[src/rtl/logger_pkg.sv]
// Shared widths and types for the popcount result logger.
package logger_pkg;
  localparam int RES_W     = 4;
  localparam int LOG_DEPTH = 8;

  typedef logic [RES_W-1:0]             result_t;
  typedef logic [$clog2(LOG_DEPTH)-1:0] idx_t;
  typedef logic [$clog2(LOG_DEPTH):0]   count_t;
endpackage

[src/rtl/rise_edge_detect.sv]
// One-cycle pulse on a rising edge of a level input; the history register's
// reset value is configurable so a level already high at reset is not seen as an edge.
module rise_edge_detect #(
  parameter logic RST_VAL = 1'b0
) (
  input  logic clk,
  input  logic reset,
  input  logic in,
  output logic pulse
);
  logic in_q;

  always_ff @(posedge clk) begin
    if (reset) in_q <= RST_VAL;
    else       in_q <= in;
  end

  assign pulse = in & ~in_q;
endmodule

[src/rtl/result_logger.sv]
// Circular history of popcount results with running min/max/count and
// one-cycle registered indexed readback (index 0 = newest).
module result_logger
  import logger_pkg::*;
#(
  parameter int WIDTH = RES_W,
  parameter int DEPTH = LOG_DEPTH,
  parameter int IDX_W = $clog2(DEPTH)
) (
  input  logic             clk,
  input  logic             reset,
  input  logic [WIDTH-1:0] result,
  input  logic             done,
  input  logic             clear,
  input  logic [IDX_W-1:0] rd_idx,
  output logic [WIDTH-1:0] rd_data,
  output logic             rd_valid,
  output logic [WIDTH-1:0] last_val,
  output logic [WIDTH-1:0] min_val,
  output logic [WIDTH-1:0] max_val,
  output logic [IDX_W:0]   num_entries,
  output logic             overflow
);
  localparam logic [IDX_W:0]   FULL    = (IDX_W+1)'(DEPTH);
  localparam logic [IDX_W:0]   CNT_ONE = (IDX_W+1)'(1);
  localparam logic [IDX_W-1:0] IDX_ONE = IDX_W'(1);

  logic             capture, wr_en, rd_hit;
  logic [IDX_W-1:0] rd_addr;
  logic [WIDTH-1:0] mem_q [DEPTH];

  logic [IDX_W-1:0] wr_ptr_q, wr_ptr_d;
  logic [IDX_W:0]   num_q, num_d;
  logic [WIDTH-1:0] last_q, last_d, min_q, min_d, max_q, max_d;
  logic [WIDTH-1:0] rd_data_q, rd_data_d;
  logic             rd_valid_q, rd_valid_d, ovf_q, ovf_d;

  // Edge history is only cleared by reset, so a pulse discarded by clear is never replayed.
  rise_edge_detect #(.RST_VAL(1'b1)) u_edge (
    .clk   (clk),
    .reset (reset),
    .in    (done),
    .pulse (capture)
  );

  assign wr_en = capture & ~clear & ~reset;

  always_ff @(posedge clk) begin
    if (wr_en) mem_q[wr_ptr_q] <= result;
  end

  always_comb begin
    wr_ptr_d   = wr_ptr_q;
    num_d      = num_q;
    last_d     = last_q;
    min_d      = min_q;
    max_d      = max_q;
    ovf_d      = ovf_q;
    rd_addr    = wr_ptr_q - IDX_ONE - rd_idx;
    rd_hit     = {1'b0, rd_idx} < num_q;
    rd_valid_d = rd_hit;
    rd_data_d  = rd_hit ? mem_q[rd_addr] : '0;

    if (wr_en) begin
      wr_ptr_d = wr_ptr_q + IDX_ONE;
      last_d   = result;
      if (num_q == '0) begin
        min_d = result;
        max_d = result;
      end else begin
        if (result < min_q) min_d = result;
        if (result > max_q) max_d = result;
      end
      if (num_q < FULL) num_d = num_q + CNT_ONE;
      else              ovf_d = 1'b1;
    end
  end

  always_ff @(posedge clk) begin
    if (reset || clear) begin
      wr_ptr_q   <= '0;
      num_q      <= '0;
      last_q     <= '0;
      min_q      <= '0;
      max_q      <= '0;
      ovf_q      <= 1'b0;
      rd_data_q  <= '0;
      rd_valid_q <= 1'b0;
    end else begin
      wr_ptr_q   <= wr_ptr_d;
      num_q      <= num_d;
      last_q     <= last_d;
      min_q      <= min_d;
      max_q      <= max_d;
      ovf_q      <= ovf_d;
      rd_data_q  <= rd_data_d;
      rd_valid_q <= rd_valid_d;
    end
  end

  assign rd_data     = rd_data_q;
  assign rd_valid    = rd_valid_q;
  assign last_val    = last_q;
  assign min_val     = min_q;
  assign max_val     = max_q;
  assign num_entries = num_q;
  assign overflow    = ovf_q;
endmodule

[config.mk]
export PLATFORM = sky130hd
export DESIGN_NAME = result_logger
export DESIGN_NICKNAME = d
export VERILOG_FILES = /design/src/rtl/logger_pkg.sv /design/src/rtl/rise_edge_detect.sv /design/src/rtl/result_logger.sv
export SDC_FILE = /design/constraint.sdc
export NUM_CORES = 1
export LEC_CHECK = 0
export BUFFER_PORTS_ARGS = -buffer_cell sky130_fd_sc_hd__buf_4
export CAP_MARGIN = 20
export CELL_PAD_IN_SITES_DETAIL_PLACEMENT = 1
export CELL_PAD_IN_SITES_GLOBAL_PLACEMENT = 1
export CORE_AREA = 3 3 87 89
export DETAILED_ROUTE_END_ITERATION = 12
export DIE_AREA = 0 0 90 92
export GPL_TIMING_DRIVEN = 1
export PLACE_DENSITY = 0.67
export SLEW_MARGIN = 20
export SYNTH_ARGS = -nofsm -noshare
export SYNTH_HDL_FRONTEND = slang
export SYNTH_SLANG_ARGS = --single-unit
[constraint.sdc]
create_clock -name clk -period 2.7 [get_ports clk]
set_clock_uncertainty 0.1 [all_clocks]
set_input_delay 0 -clock clk [delete_from_list [all_inputs] [get_ports clk]]
set_output_delay 0 -clock clk [all_outputs]
set_load 0.03 [all_outputs]
# After elaboration in Yosys (flattened, before gate mapping)
# Memories as Yosys holds them, arrays and structs flattened. A register that Yosys moved wholly into a read port is not among the register bits.
# Index checks and enable logic that the tools add are counted.
# classes
add_sub_neg	4
magnitude_cmp	4
mux	6
bitwise	8
n_reduce_logical	9
# ops
operator	n
$mux W4	4
$reduce_and A2 Y1	4
$not A1 Y1	5
$add A4 B1 Y4 const B	1
$gt A4 B4 Y1	1
$logic_not A4 Y1	1
$lt A3 B4 Y1	1
$lt A4 B4 Y1	1
$lt A4 B4 Y1 const B	1
$reduce_bool A2 Y1	2
$add A3 B1 Y3 const B	1
$and A1 B1 Y1	3
$sub A3 B1 Y3 const B	1
$sub A3 B3 Y3	1
$mux W1	2
$reduce_or A2 Y1	1
$logic_or A1 B1 Y1	1
# totals
ff_bits	22
ram_bits	32
inputBits	11
out_inout_bits	22
elab_cells	40
memories	1
# memory_table
memory	words	width	read_ports	rd_ports_with_merged_regs	wr	line	rtl
mem_q	8	4	1	1	1	result_logger.sv:30	logic [WIDTH-1:0] mem_q [DEPTH];

# Longest topological paths before layout
# logic_depth
ltp_word	6
mapped_depth	7
ltp_nobuf	7

# Cells and area by module
# Synthesis repeated with hierarchy kept, for this count alone.
# unflattened
hier_cells	211
hier_area_um2	2662.6
# modules_own_cells
module	instances	cells_per_inst	area_per_inst_um2	seq_area_each_um2
result_logger	1	208	2630.0	1461.4
rise_edge_detect	1	3	32.5	20.0

# Least setup slack after synthesis
# Ideal clock, no wire load.
# synth_path
kind	register -> register
startpoint	register wr_ptr_q[0]
endpoint	register rd_data_q[2] (netlist: rd_data[2]), read port of mem_q
setup_ns	0.134
t_arrival_ns	1.769
required_ns	2.466
setup_slack_ns	0.697
stages_incl_launch_ff	7
path_buffers	1
synth_period_minus_slack_ns	2.003
cell_sequence	dfxtp_1 ha_1 fa_1 buf_1 mux4_2 mux2i_1 a211oi_1
# synth_via
elab_chain_cells	2
# synth_lines
element	line	rtl
from (decl)	result_logger.sv:32	logic [IDX_W-1:0] wr_ptr_q, wr_ptr_d;
from (signal assigned)	result_logger.sv:90	wr_ptr_q <= wr_ptr_d;
$sub A3 B1 Y3	result_logger.sv:59	rd_addr = wr_ptr_q - IDX_ONE - rd_idx;
$sub A3 B3 Y3	result_logger.sv:59	
to (decl)	result_logger.sv:35	logic [WIDTH-1:0] rd_data_q, rd_data_d;
# No other way between the ends.
# A chain may end at the register's enable or synchronous reset.

# Worst setup path after layout
# layout_path
startpoint	register wr_ptr_q[0]
endpoint	register rd_data_q[0] (netlist: rd_data[0]), read port of mem_q
# Same word-level chain as after synthesis.

==> impl_results.md <==
- TritonCTS clock tree: built
- Minimum period implied by the final worst setup slack: 2060 ps
- RSZ-0062 raised after global routing: no
- Most frequent cells in the layout: buf_4 (34), edfxtp_1 (32), dfxtp_1 (26), nand2_1 (19), inv_1 (14)
- Pre-antenna DRT Iters: 4
- CP max FO: 8
- Number of top-level pins: 33
- Arrival time of data at the critical path endpoint: 2170 ps
- Die height: 92 µm
- Pin count of the biggest net entering global routing: 20
- Sw Share: 0.224
- First-pass GRT wire length: 9600 µm
- # fillers: 750
- Average footprint of a synthesized cell: 12.8 µm²
- Worst hold-check path type: in -> reg
- Number of antenna violations at the first check in global routing: 0
- Power share of the sequential group: 0.533
- Clock tree buffer depth: 2
- Final Hold Viols: 0
- Per-cell routed wire length: 16.6 µm
- Count of antenna diodes in the layout: 0
- Clock network power share: 0.399
- Number of violations of the max-capacitance limit: 0
- Width of the die: 90 µm
- Port Buffer Count: 32
- Measured slew at the worst slew-check pin: 993 ps
- Mapped cell area: 2530 µm²
- Critical path class: reg -> reg
- Combinational group share of total power: 0.068
- Sequential cell area fraction in the yosys report: 0.586
- Count of final setup violators: 0
- Share of layout cells above drive strength 1: 0.256
- Remaining antenna violation count after routing: 0
- TritonCTS Sinks: 58
- Post-synthesis to final-layout area growth: 22.6%
- Fmax: 486 MHz
- Core area: 6830 µm²
- Vias per cell: 4.87
- Max-slew headroom at the worst pin: 0.336
- Post-synthesis net count: 222
- Net switching power: 0.000395 W
- Clock insertion delay at the later pin of the skew report: 330 ps
- CP endpoint kind: register
- Power Dens Cells: 570 nW/µm²
- Combined global-route utilization of all metal layers: 0.154
- Routability cong.: 0.783
- Leakage power total: 1.17 nW
- Std-Cell Rows: 30
- Leading cell type in the layout, fill and taps excluded: buf_4
- Number of DRC violations after detailed routing: 0
- GR Overflow Total: 0
- Level count of the clock H-tree: 3
- Full die area: 8280 µm²
- Number of buffers created by CTS: 9
- Total via count after detailed routing: 1667
- Number of global-route vias before repair: 1840
- TNS Setup: 0 ps
- Count of unique library cells instantiated by Yosys: 36
- DRT iter0 DRCs: 86
- Effective utilization at floorplan: 0.370
- Total half-perimeter wirelength after legalization and detailed placement: 4250 µm
- Slew Viols, Final: 0
- Clock-pin slew on the worst setup and hold paths: 70 ps
- Int Power: 0.00137 W
- Flop and latch count out of synthesis: 58
- Total Routed Length: 5680 µm
- Clk Tree Root Cell: clkbuf_8
- Worst EP required: 2820 ps
- Synthesized instance count: 197
- Total power draw: 0.00177 W
- Number of nets in the layout: 266
- Kind of start point of the critical path: register
- Share of the clock period used by the worst path after layout: 0.763
- Peak VDD IR: 0.231 mV
- Ys Warns: 0
- Status: complete, no violations
[cell families (layout without fill, tap and decap cells)]
family	after synthesis	count (layout)	share of synthesized area
adders and majority gates	14	14	0.0722
and+or+nand+nor	54	54	0.110
xor gates and xnor gates	5	5	0.0203
muxes	16	16	0.103
AOI/OAI and AO/OA	28	28	0.0708
buffers and inverters	22	71	0.0376
DFF	58	58	0.586
[cells in the mapped netlist]
cell type | n | share of area
nor2b_1 | 2 | 0.0049
buf_4 | 1 | 0.0030
nand2_1 | 19 | 0.028
nor2_1 | 12 | 0.018
ha_1 | 13 | 0.064
nand3_1 | 1 | 0.0020
o21ai_1 | 4 | 0.0079
and2_4 | 1 | 0.0035
o211ai_1 | 3 | 0.0089
nor4b_4 | 1 | 0.0094
o21ai_0 | 5 | 0.0099
mux4_2 | 8 | 0.071
clkbuf_1 | 3 | 0.0045
a211oi_1 | 5 | 0.015
nand2b_1 | 5 | 0.012
mux2i_1 | 8 | 0.032
fa_1 | 1 | 0.0079
clkinv_1 | 1 | 0.0015
nor3_1 | 2 | 0.0040
edfxtp_1 | 32 | 0.38
buf_1 | 1 | 0.0015
nor3b_1 | 2 | 0.0059
inv_1 | 14 | 0.021
and2_1 | 1 | 0.0025
a21o_1 | 2 | 0.0059
xnor2_2 | 1 | 0.0064
dfxtp_1 | 26 | 0.21
a21o_4 | 1 | 0.0059
xor2_1 | 2 | 0.0069
buf_6 | 1 | 0.0045
or2_2 | 2 | 0.0049
a21oi_1 | 7 | 0.014
o21ai_2 | 1 | 0.0035
nand4_1 | 6 | 0.015
buf_2 | 1 | 0.0020
xnor2_1 | 2 | 0.0069
[routing by layer]
metal	part of all wire	vias to the layer above	global-route usage
li1	-	797	-
met1	0.44	813	0.180
met2	0.49	43	0.251
met3	0.045	14	0.0591
met4	0.026	0	0.0689
met5	0	-	0
[through the flow]
step | hold slack (ps) | setup WS [ps] | util | cells | instance area [µm²]
after floorplan | -1.13 | 697 | - | 197 | 2530
after global placement | 110 | 693 | 0.419 | 320 | 2870
after detailed placement | 110 | 633 | 0.419 | 320 | 2870
after CTS | 54.1 | 641 | 0.454 | 342 | 3100
after global routing | 93.0 | 525 | 0.454 | 342 | 3100
final | 63.0 | 641 | 0.454 | 342 | 3100
[flip-flops by register name, summed over array words and instances (netlist names), 3 cells and up]
signal	cells
mem_q	32
last_val	4
max_val	4
num_entries	4
wr_ptr_q	3
rd_data	4
min_val	4
[path summary, 6_finish.rpt]
check	startpoint	to	slack [ps]	depth (start not counted)
hold / removal	clear	rd_valid	60	3
setup / recovery	wr_ptr_q[0]	rd_data[0]	640	5
hold reg to reg	last_val[0]	last_val[0]	360	2
setup reg to reg	wr_ptr_q[0]	rd_data[0]	640	5
[critical path: stages, from the launching register on]
cell	delay, ps
dfxtp_1	350
ha_1	210
fa_1	700
mux4_2	360
mux2i_1	160
a211oi_1	70
[cell type report]
class,count,area [µm²],share of cell area
flip-flops and latches,58,1480,0.478
repair buffers,40,315,0.102
inverters,15,56.3,0.0182
multi-input cells,117,952,0.307
well taps,96,120,0.0388
clock inverters,3,15.0,0.00484
clock buffers,13,159,0.0513
[timing repair]
action	in CTS	in global routing
hold buffers	6	0
buffers inserted	0	0
hold endpoints to repair	45	0
resized for setup	0	0
[power groups by stage]
stage	clock network [W]	registers, W	logic, W
finish	0.000704	0.000940	0.000121
global route	0.000780	0.000940	0.000133
CTS	0.000734	0.000940	0.000123
detailed placement	0	0.000959	0.000116
global placement	0	0.000959	0.000113
floorplan	0	0.000968	0.0000597
No activity file was read; power rests on OpenSTA's default activity.
